`config.mk`:
```
export PLATFORM = sky130hd
export DESIGN_NAME = divisor_sequencial
export DESIGN_NICKNAME = d
export VERILOG_FILES = /design/src/rtl/divisor_sequencial_pkg.sv /design/src/rtl/somador_subtrator.sv /design/src/rtl/divisor_sequencial.sv
export SDC_FILE = /design/constraint.sdc
export NUM_CORES = 1
export LEC_CHECK = 0
export ABC_AREA = 0
export CAP_MARGIN = 10
export CORE_MARGIN = 2
export CORE_UTILIZATION = 54
export DETAILED_ROUTE_END_ITERATION = 8
export PLACE_DENSITY = 0.8
export RECOVER_POWER = 50
export SLEW_MARGIN = 40
export SYNTH_ARGS = -nofsm -noshare
export SYNTH_HDL_FRONTEND = slang
export SYNTH_SLANG_ARGS = --single-unit
```
`constraint.sdc`:
```
create_clock -name clock -period 2.3 [get_ports clock]
set_input_delay 0.575 -clock clock [delete_from_list [all_inputs] [get_ports clock]]
set_output_delay 0.575 -clock clock [all_outputs]
set_load 0.02 [all_outputs]
```
`src/rtl/divisor_sequencial_pkg.sv`:
```
// Purpose : shared definitions for the sequential restoring divider.
// Latency : n/a (types, constants and a helper function only).
// Backpr. : n/a.
//
// Contents: FSM state encoding and the quotient value reported on a
// divide-by-zero (all ones at the operand width).
package divisor_sequencial_pkg;

   typedef enum logic [1:0] {
      OCIOSO  = 2'b00,
      CALCULA = 2'b01,
      FIM     = 2'b10
   } estado_t;

   // All-ones quotient for a zero divisor, as a function of the operand
   // width. The caller truncates to its own width; valid for n <= 32.
   function automatic logic [31:0] div_zero_quoc(input int unsigned n);
      if (n >= 32) begin
         div_zero_quoc = 32'hFFFF_FFFF;
      end else begin
         div_zero_quoc = (32'd1 << n) - 32'd1;
      end
   endfunction

endpackage

```
`src/rtl/somador_subtrator.sv`:
```
// Purpose : combinational N-bit adder/subtractor with carry/borrow out.
// Latency : combinational, zero cycles.
// Backpr. : none, purely combinational.
//
// Ports:
//   a, b   : N-bit unsigned operands
//   select : 0 = a + b, 1 = a - b (two's complement, a + ~b + 1)
//   resul  : N+1-bit result; MSB is carry (add) or borrow/sign (subtract)
module somador_subtrator
   import divisor_sequencial_pkg::*;
#(
   parameter int N = 8
) (
   input  logic [N-1:0] a,
   input  logic [N-1:0] b,
   input  logic         select,
   output logic [N:0]   resul
);

   logic [N:0] a_ext;
   logic [N:0] b_ext;

   // Operands are zero-extended first so that, when subtracting, the MSB
   // of the result is set exactly when b > a (borrow).
   assign a_ext = {1'b0, a};
   assign b_ext = {1'b0, b} ^ {(N + 1){select}};
   assign resul = a_ext + b_ext + {{N{1'b0}}, select};

endmodule

```
`src/rtl/divisor_sequencial.sv`:
```
// Purpose : unsigned restoring divider, one quotient bit per cycle.
// Latency : N+1 cycles from accepted start to pronto (1 cycle on /0).
// Backpr. : none; iniciar is only honoured while idle, never queued.
//
// Ports:
//   clock, reset         : rising-edge clock, synchronous active-low reset
//   iniciar              : start request, sampled only while idle
//   dividendo, divisor   : N-bit operands, captured when start is accepted
//   quociente, resto     : registered results, held until the next start
//   ocupado              : high while iterating
//   pronto               : one-cycle pulse, results valid
//   erro_div_zero        : set with pronto on a zero divisor, held until
//                          the next accepted start
module divisor_sequencial
   import divisor_sequencial_pkg::*;
#(
   parameter int N = 8
) (
   input  logic         clock,
   input  logic         reset,
   input  logic         iniciar,
   input  logic [N-1:0] dividendo,
   input  logic [N-1:0] divisor,
   output logic [N-1:0] quociente,
   output logic [N-1:0] resto,
   output logic         ocupado,
   output logic         pronto,
   output logic         erro_div_zero
);

   localparam int CW = $clog2(N + 1);
   localparam logic [N-1:0] DIV_ZERO_QUOC = N'(div_zero_quoc(N));

   estado_t        estado_q, estado_d;
   logic [N-1:0]   q_q, q_d;            // dividend shifting out, quotient in
   logic [N-1:0]   d_q, d_d;            // captured divisor
   logic [N:0]     r_q, r_d;            // partial remainder
   logic [CW-1:0]  cnt_q, cnt_d;        // iterations still to do
   logic [N-1:0]   quociente_q, quociente_d;
   logic [N-1:0]   resto_q, resto_d;
   logic           ocupado_q, ocupado_d;
   logic           pronto_q, pronto_d;
   logic           erro_q, erro_d;

   logic [N:0]     shifted;
   logic [N:0]     divisor_ext;
   logic [N+1:0]   diff;
   logic           unused_r_msb;

   // The remainder after a restoring step is always below the divisor, so
   // its MSB only matters transiently inside the trial subtraction.
   assign unused_r_msb = r_q[N];

   assign shifted     = {r_q[N-1:0], q_q[N-1]};
   assign divisor_ext = {1'b0, d_q};

   somador_subtrator #(
      .N (N + 1)
   ) u_trial_sub (
      .a      (shifted),
      .b      (divisor_ext),
      .select (1'b1),
      .resul  (diff)
   );

   always_comb begin
      estado_d    = estado_q;
      q_d         = q_q;
      d_d         = d_q;
      r_d         = r_q;
      cnt_d       = cnt_q;
      quociente_d = quociente_q;
      resto_d     = resto_q;
      erro_d      = erro_q;

      case (estado_q)
         OCIOSO: begin
            if (iniciar) begin
               q_d    = dividendo;
               d_d    = divisor;
               r_d    = '0;
               cnt_d  = CW'(N);
               erro_d = 1'b0;
               if (divisor == '0) begin
                  // Skip iterating: report the saturated quotient and the
                  // untouched dividend as remainder right away.
                  estado_d    = FIM;
                  quociente_d = DIV_ZERO_QUOC;
                  resto_d     = dividendo;
                  erro_d      = 1'b1;
               end else begin
                  estado_d = CALCULA;
               end
            end
         end

         CALCULA: begin
            if (!diff[N+1]) begin
               r_d = diff[N:0];
               q_d = {q_q[N-2:0], 1'b1};
            end else begin
               r_d = shifted;
               q_d = {q_q[N-2:0], 1'b0};
            end
            cnt_d = cnt_q - CW'(1);
            // On the last iteration publish the post-step values so the
            // outputs are already valid during the pronto cycle.
            if (cnt_q == CW'(1)) begin
               estado_d    = FIM;
               quociente_d = q_d;
               resto_d     = r_d[N-1:0];
            end
         end

         FIM: begin
            estado_d = OCIOSO;
         end

         default: begin
            estado_d = OCIOSO;
         end
      endcase

      ocupado_d = (estado_d == CALCULA);
      pronto_d  = (estado_d == FIM);
   end

   always_ff @(posedge clock) begin
      if (!reset) begin
         estado_q    <= OCIOSO;
         q_q         <= '0;
         d_q         <= '0;
         r_q         <= '0;
         cnt_q       <= '0;
         quociente_q <= '0;
         resto_q     <= '0;
         ocupado_q   <= 1'b0;
         pronto_q    <= 1'b0;
         erro_q      <= 1'b0;
      end else begin
         estado_q    <= estado_d;
         q_q         <= q_d;
         d_q         <= d_d;
         r_q         <= r_d;
         cnt_q       <= cnt_d;
         quociente_q <= quociente_d;
         resto_q     <= resto_d;
         ocupado_q   <= ocupado_d;
         pronto_q    <= pronto_d;
         erro_q      <= erro_d;
      end
   end

   assign quociente     = quociente_q;
   assign resto         = resto_q;
   assign ocupado       = ocupado_q;
   assign pronto        = pronto_q;
   assign erro_div_zero = erro_q;

endmodule

```
# == After elaboration in Yosys (flattened, before gate mapping) ==
# Index checks and enable logic that the tools add are counted.
# word_totals
ff_bits,49
inputBits,19
# classes
addsub,3
n_eq_ne,7
muxes,21
bitwise,1
n_reduce_logical,6
# ops
cell,n
$mux 8,9
$pmux 8 s2,4
$add 10x1->10 const B,1
$add 9x10->10,1
$not 8->10,1
$logic_not 8->1,1
$pmux 4 s2,1
$mux 2,3
$ne 2x2->1 const B,3
$eq 2x1->1 const B,2
$eq 4x1->1 const B,1
$mux 4,1
$pmux 2 s2,1
$reduce_and 2->1,2
$reduce_and 4->1,1
$sub 4x1->4 const B,1
$eq 2x2->1 const B,1
$logic_not 2->1,1
$mux 1,2
$reduce_bool 2->1,1

# == Depth between registers and ports, before layout ==
# depth
ltp_word,6
ltp_mapped,9
depth_no_buf,9

# == By module ==
# A second synthesis with hierarchy kept.
# hier_totals
cells_unflattened,297
hier_area_um2,2621.3
# by_module_without_submodules
mod,instances,cells_each,area_each_um2
divisor_sequencial,1,241,2163.3
somador_subtrator,1,56,457.9

# == Worst setup path before layout ==
# Ideal clock, no wire load.
# synth_timing
path_type,register -> register
from,register q_q[7]
to,register resto_q[6] (netlist: resto[6])
setup_time_ps,70
t_arrival_ps,1906
required_time_ps,2230
setup_slack_ps,325
path_stages_with_launch,10
n_path_buf,0
synth_period_minus_slack_ps,1975
cell_sequence,dfxtp_1 -> inv_1 -> ha_1 -> inv_1 -> fa_1 -> a211o_1 -> a2111o_1 -> o311ai_1 -> mux2i_1 -> a21oi_1
# synth_between
elab_chain_len,5
# synth_lines
element,line_no,rtl
from (decl),divisor_sequencial.sv:35,"logic [N-1:0] q_q, q_d;"
from (signal assigned),divisor_sequencial.sv:142,q_q <= q_d;
$add 9x10->10,somador_subtrator.sv:27,"assign resul = a_ext + b_ext + {{N{1'b0}}, select};"
$add 10x1->10,somador_subtrator.sv:27,
$mux 8,divisor_sequencial.sv:98,if (!diff[N+1]) begin
$mux 8,divisor_sequencial.sv:108,if (cnt_q == CW'(1)) begin
$pmux 8 s2,divisor_sequencial.sv:76,case (estado_q)
to (signal assigned),divisor_sequencial.sv:147,resto_q <= resto_d;
to (decl),divisor_sequencial.sv:40,"logic [N-1:0] resto_q, resto_d;"
# Every way passes these cells. The select of a mux whose other input is x is not followed.
# A chain may end at the register's enable or synchronous reset.

# == Final worst setup path ==
# Same ends and word-level chain as after synthesis.

==> flow_metrics.env <==
export IMPL_status="finished, final reports clean"
export IMPL_hp_start="d_q[7]"
export IMPL_r2r_cells=9
export IMPL_clk_latency_ns=0.30
export IMPL_powerDensity_nw_per_um2=740
export IMPL_dp_cells=389
export IMPL_cp_max_fo=3
export IMPL_startpoint_type="register"
export IMPL_ir_drop_mv=0.512
export IMPL_grt_ovfl_total=0
export IMPL_p_seq_share_pct=42.4
export IMPL_crit_arrival_ns=2.44
export IMPL_p_comb_share_pct=29.5
export IMPL_r2r_slack_ns=0.10
export IMPL_fillers=360
export IMPL_period_share_pct=95.6
export IMPL_dpl_hpwl_microns=4730
export IMPL_hold_violations=0
export IMPL_io_buffers=37
export IMPL_ys_warnings_count=0
export IMPL_maxSlewHeadroom_pct=55.3
export IMPL_holdBufCountCts=0
export IMPL_die_x_microns=72.2
export IMPL_finClkSkew_ns=0.00847
export IMPL_clk_pin_slew_ns=0.10
export IMPL_crit_chain="inv_2 > ha_1 > inv_1 > fa_2 > a211o_1 > a2111o_1 > o311ai_1 > mux2i_1 > a21oi_1"
export IMPL_drt_wirelength_per_cell_microns=15.9
export IMPL_synth_ff_type="dfxtp_1"
export IMPL_setup_viol=0
export IMPL_track_usage_pct=25.4
export IMPL_final_nets=375
export IMPL_cap_violations=0
export IMPL_num_io_pins=38
export IMPL_critical_path_class="reg -> reg"
export IMPL_switchingPower_mw=0.736
export IMPL_grt_pass1_vias=2282
export IMPL_clkSinkCount=49
export IMPL_yosysSeqAreaShare_pct=39.0
export IMPL_p_leak_nw=1.22
export IMPL_holdPathStages=2
export IMPL_min_path_type="reg -> reg"
export IMPL_gp_congestion=0.866
export IMPL_num_rows=24
export IMPL_ant_nets=0
export IMPL_whs_endpoint="d_q[7]"
export IMPL_reg2reg_from="q_q[7]"
export IMPL_h_tree_depth=2
export IMPL_grt_max_degree=19
export IMPL_antenna_found_initial=0
export IMPL_dr_pass1_iters=4
export IMPL_fmax_ghz=0.455
export IMPL_drt_iter0_drc=224
export IMPL_drc=0
export IMPL_ys_async_sr_fraction_pct=0
export IMPL_synthCells=301
export IMPL_instances_no_fill=398
export IMPL_vias_per_cell=5.91
export IMPL_swShare_pct=31.9
export IMPL_num_vias=2353
export IMPL_drive_above_1_share_pct=13.9
export IMPL_die_h_microns=72.2
export IMPL_synth_edf_count=0
export IMPL_diodes=0
export IMPL_syn_area_sq_um=2510
export IMPL_grt_pass1_wl_microns=10400
export IMPL_core_area_sq_um=4410
export IMPL_clk_root_buffer_cell="clkbuf_8"
export IMPL_power_internal_mw=1.57
export IMPL_syn_to_final_growth_pct=24.1
export IMPL_rsz0062_at_grt="no"
export IMPL_worstReg2RegEnd="resto[6]"
export IMPL_cts_buffers=5
export IMPL_finalWirelength_microns=6310
export IMPL_worstMarginPinSlew_ns=0.669
export IMPL_min_period_ns=2.20
export IMPL_critPathMaxStageDelay_ns=0.38
export IMPL_postSynthAreaPerCell_sq_um=8.35
export IMPL_cts_tree="done"
export IMPL_required_ns=2.54
export IMPL_die_area_sq_um=5220
export IMPL_cts_max_path_buffers=2
export IMPL_total_power_mw=2.31
export IMPL_slowest_stage="a2111o_1"
export IMPL_start_util_pct=56.9
export IMPL_yosysUniqueCellTypes=55
export IMPL_synth_seq_cells=49
export IMPL_end_kind="register"
export IMPL_synth_nets=331
export IMPL_p_clk_share_pct=28.0
export IMPL_slew_violations=0
-- per-stage QoR --
stage | worst slack, ns | area, sq um | hold slack (ns) | util (%) | setup TNS [ns]
floorplan | 0.325 | 2510 | 0.436 | - | 0
global placement | -0.109 | 2990 | 0.446 | 67.6 | -1.26
detailed placement | -0.301 | 2990 | 0.447 | 67.6 | -2.87
CTS | 0.00727 | 3110 | 0.460 | 70.4 | 0
global route | 0.0126 | 3120 | 0.483 | 70.7 | 0
finish | 0.101 | 3120 | 0.461 | 70.7 | 0
-- area by class of cell --
type                       instances  area (sq um)  area share, %
clock buffer                       6          82.6           2.65
timing repair buffer              50           473           15.2
inverter                          19          71.3           2.29
clock inverter                     2          37.5           1.20
multi-input combinational        220          1410           45.2
sequential                        49           981           31.4
tap                               52          65.1           2.09
-- critical path, delay by kind of cell (launching register included) --
kind                       cells  cell delay, ns
DFF                            1            0.33
AOI/OAI and AO/OA              4            0.97
adders and majority gates      2            0.51
muxes                          1            0.18
buffers and inverters          2            0.13
-- power by group through the flow --
stage	clock [mW]	combinational [mW]	sequential, mW
2_1_floorplan	0	0.426	1.02
3_3_place_gp	0	0.657	0.994
3_5_place_dp	0	0.677	0.997
4_1_cts	0.651	0.680	0.978
5_1_grt	0.690	0.745	0.988
6_report	0.647	0.681	0.979
-- how the worst max path moves through the flow --
| stage | to | slack (ns) | depth (start not counted) | from |
|---|---|---|---|---|
| after CTS | resto[6] | 0.007 | 9 | q_q[7] |
| after global placement | resto[6] | -0.11 | 7 | divisor[0] |
| final | resto[6] | 0.10 | 9 | q_q[7] |
| after global routing | r_q[6] | 0.01 | 9 | q_q[7] |
| after detailed placement | quociente[3] | -0.30 | 6 | divisor[0] |
| after floorplan | resto[6] | 0.32 | 9 | q_q[7] |
-- what timing repair did --
action,in CTS,in global routing
setup buffers,0,1
gates resized for setup,0,3
endpoints found under the setup margin,0,3
hold endpoints to repair,0,0
-- synth_stat cells (2+ instances only) --
library cell  count  area share (%)
nand3_1           3            0.60
o21ai_1           3            0.60
a211o_1           2            0.70
a311oi_1          9             3.1
mux2i_1           5             2.0
clkbuf_1          6            0.90
dfxtp_1          49              39
o211ai_1          5             1.5
and2_1            3            0.75
nand2_1          53             7.9
or2_2             3            0.75
nor2b_1           2            0.50
o21a_1            2            0.60
o21ai_0           9             1.8
o21ai_2           7             2.4
a21oi_1          24             4.8
nor2_1           32             4.8
o221ai_1          4             1.4
ha_1             10             5.0
inv_1            19             2.8
buf_2             5             1.0
a31oi_1           3            0.75
a211oi_1          2            0.60
a21oi_2           7             2.4
nor4_1            2            0.50
nand2b_1          3            0.75
-- sequential cells by signal, indices dropped and copies added (netlist names) --
| register | cells |
|---|---|
| cnt_q | 4 |
| d_q | 8 |
| erro_div_zero | 1 |
| estado_q | 2 |
| ocupado | 1 |
| pronto | 1 |
| q_q | 8 |
| quociente | 8 |
| r_q | 8 |
| resto | 8 |
-- placed cells by master (no fill, tap or decap), drive strengths merged, types with 2 or more instances in the layout --
cell type | netlist | routed
mux2i | 5 | 5
nor2b | 2 | 2
o21a | 2 | 2
ha | 10 | 10
a31oi | 4 | 4
clkbuf | 6 | 8
a21boi | 2 | 2
o21ai | 19 | 19
dlygate4sd3 | 0 | 14
o211ai | 5 | 5
buf | 7 | 11
inv | 19 | 19
nor2 | 32 | 32
clkdlybuf4s50 | 0 | 23
or2 | 4 | 4
or4 | 2 | 2
a21oi | 31 | 31
nor4 | 3 | 3
and2 | 3 | 3
nand3 | 4 | 4
mux2 | 2 | 2
a211oi | 2 | 2
a211o | 2 | 2
a311oi | 9 | 9
o221ai | 5 | 5
dfxtp | 49 | 49
nand2 | 53 | 53
nand2b | 3 | 3
-- logic make-up after synthesis --
logic type	after synthesis	share of synthesized area, %
simple gates	111	20.0
mux	7	2.89
xor+xnor	1	0.348
compound gates	90	26.5
fa+ha+maj	11	5.77
flops	49	39.0
buf+inv	32	5.48
-- layer usage --
layer	vias up	global-route usage, %	wire (microns)	share of wire (%)
met5	-	0	0	0
met3	10	5.00	251	4.0
met2	60	43.2	3080	49
li1	1152	-	-	-
met4	0	7.76	106	1.7
met1	1131	32.6	2880	46
Power figures use the tool's default switching activity.
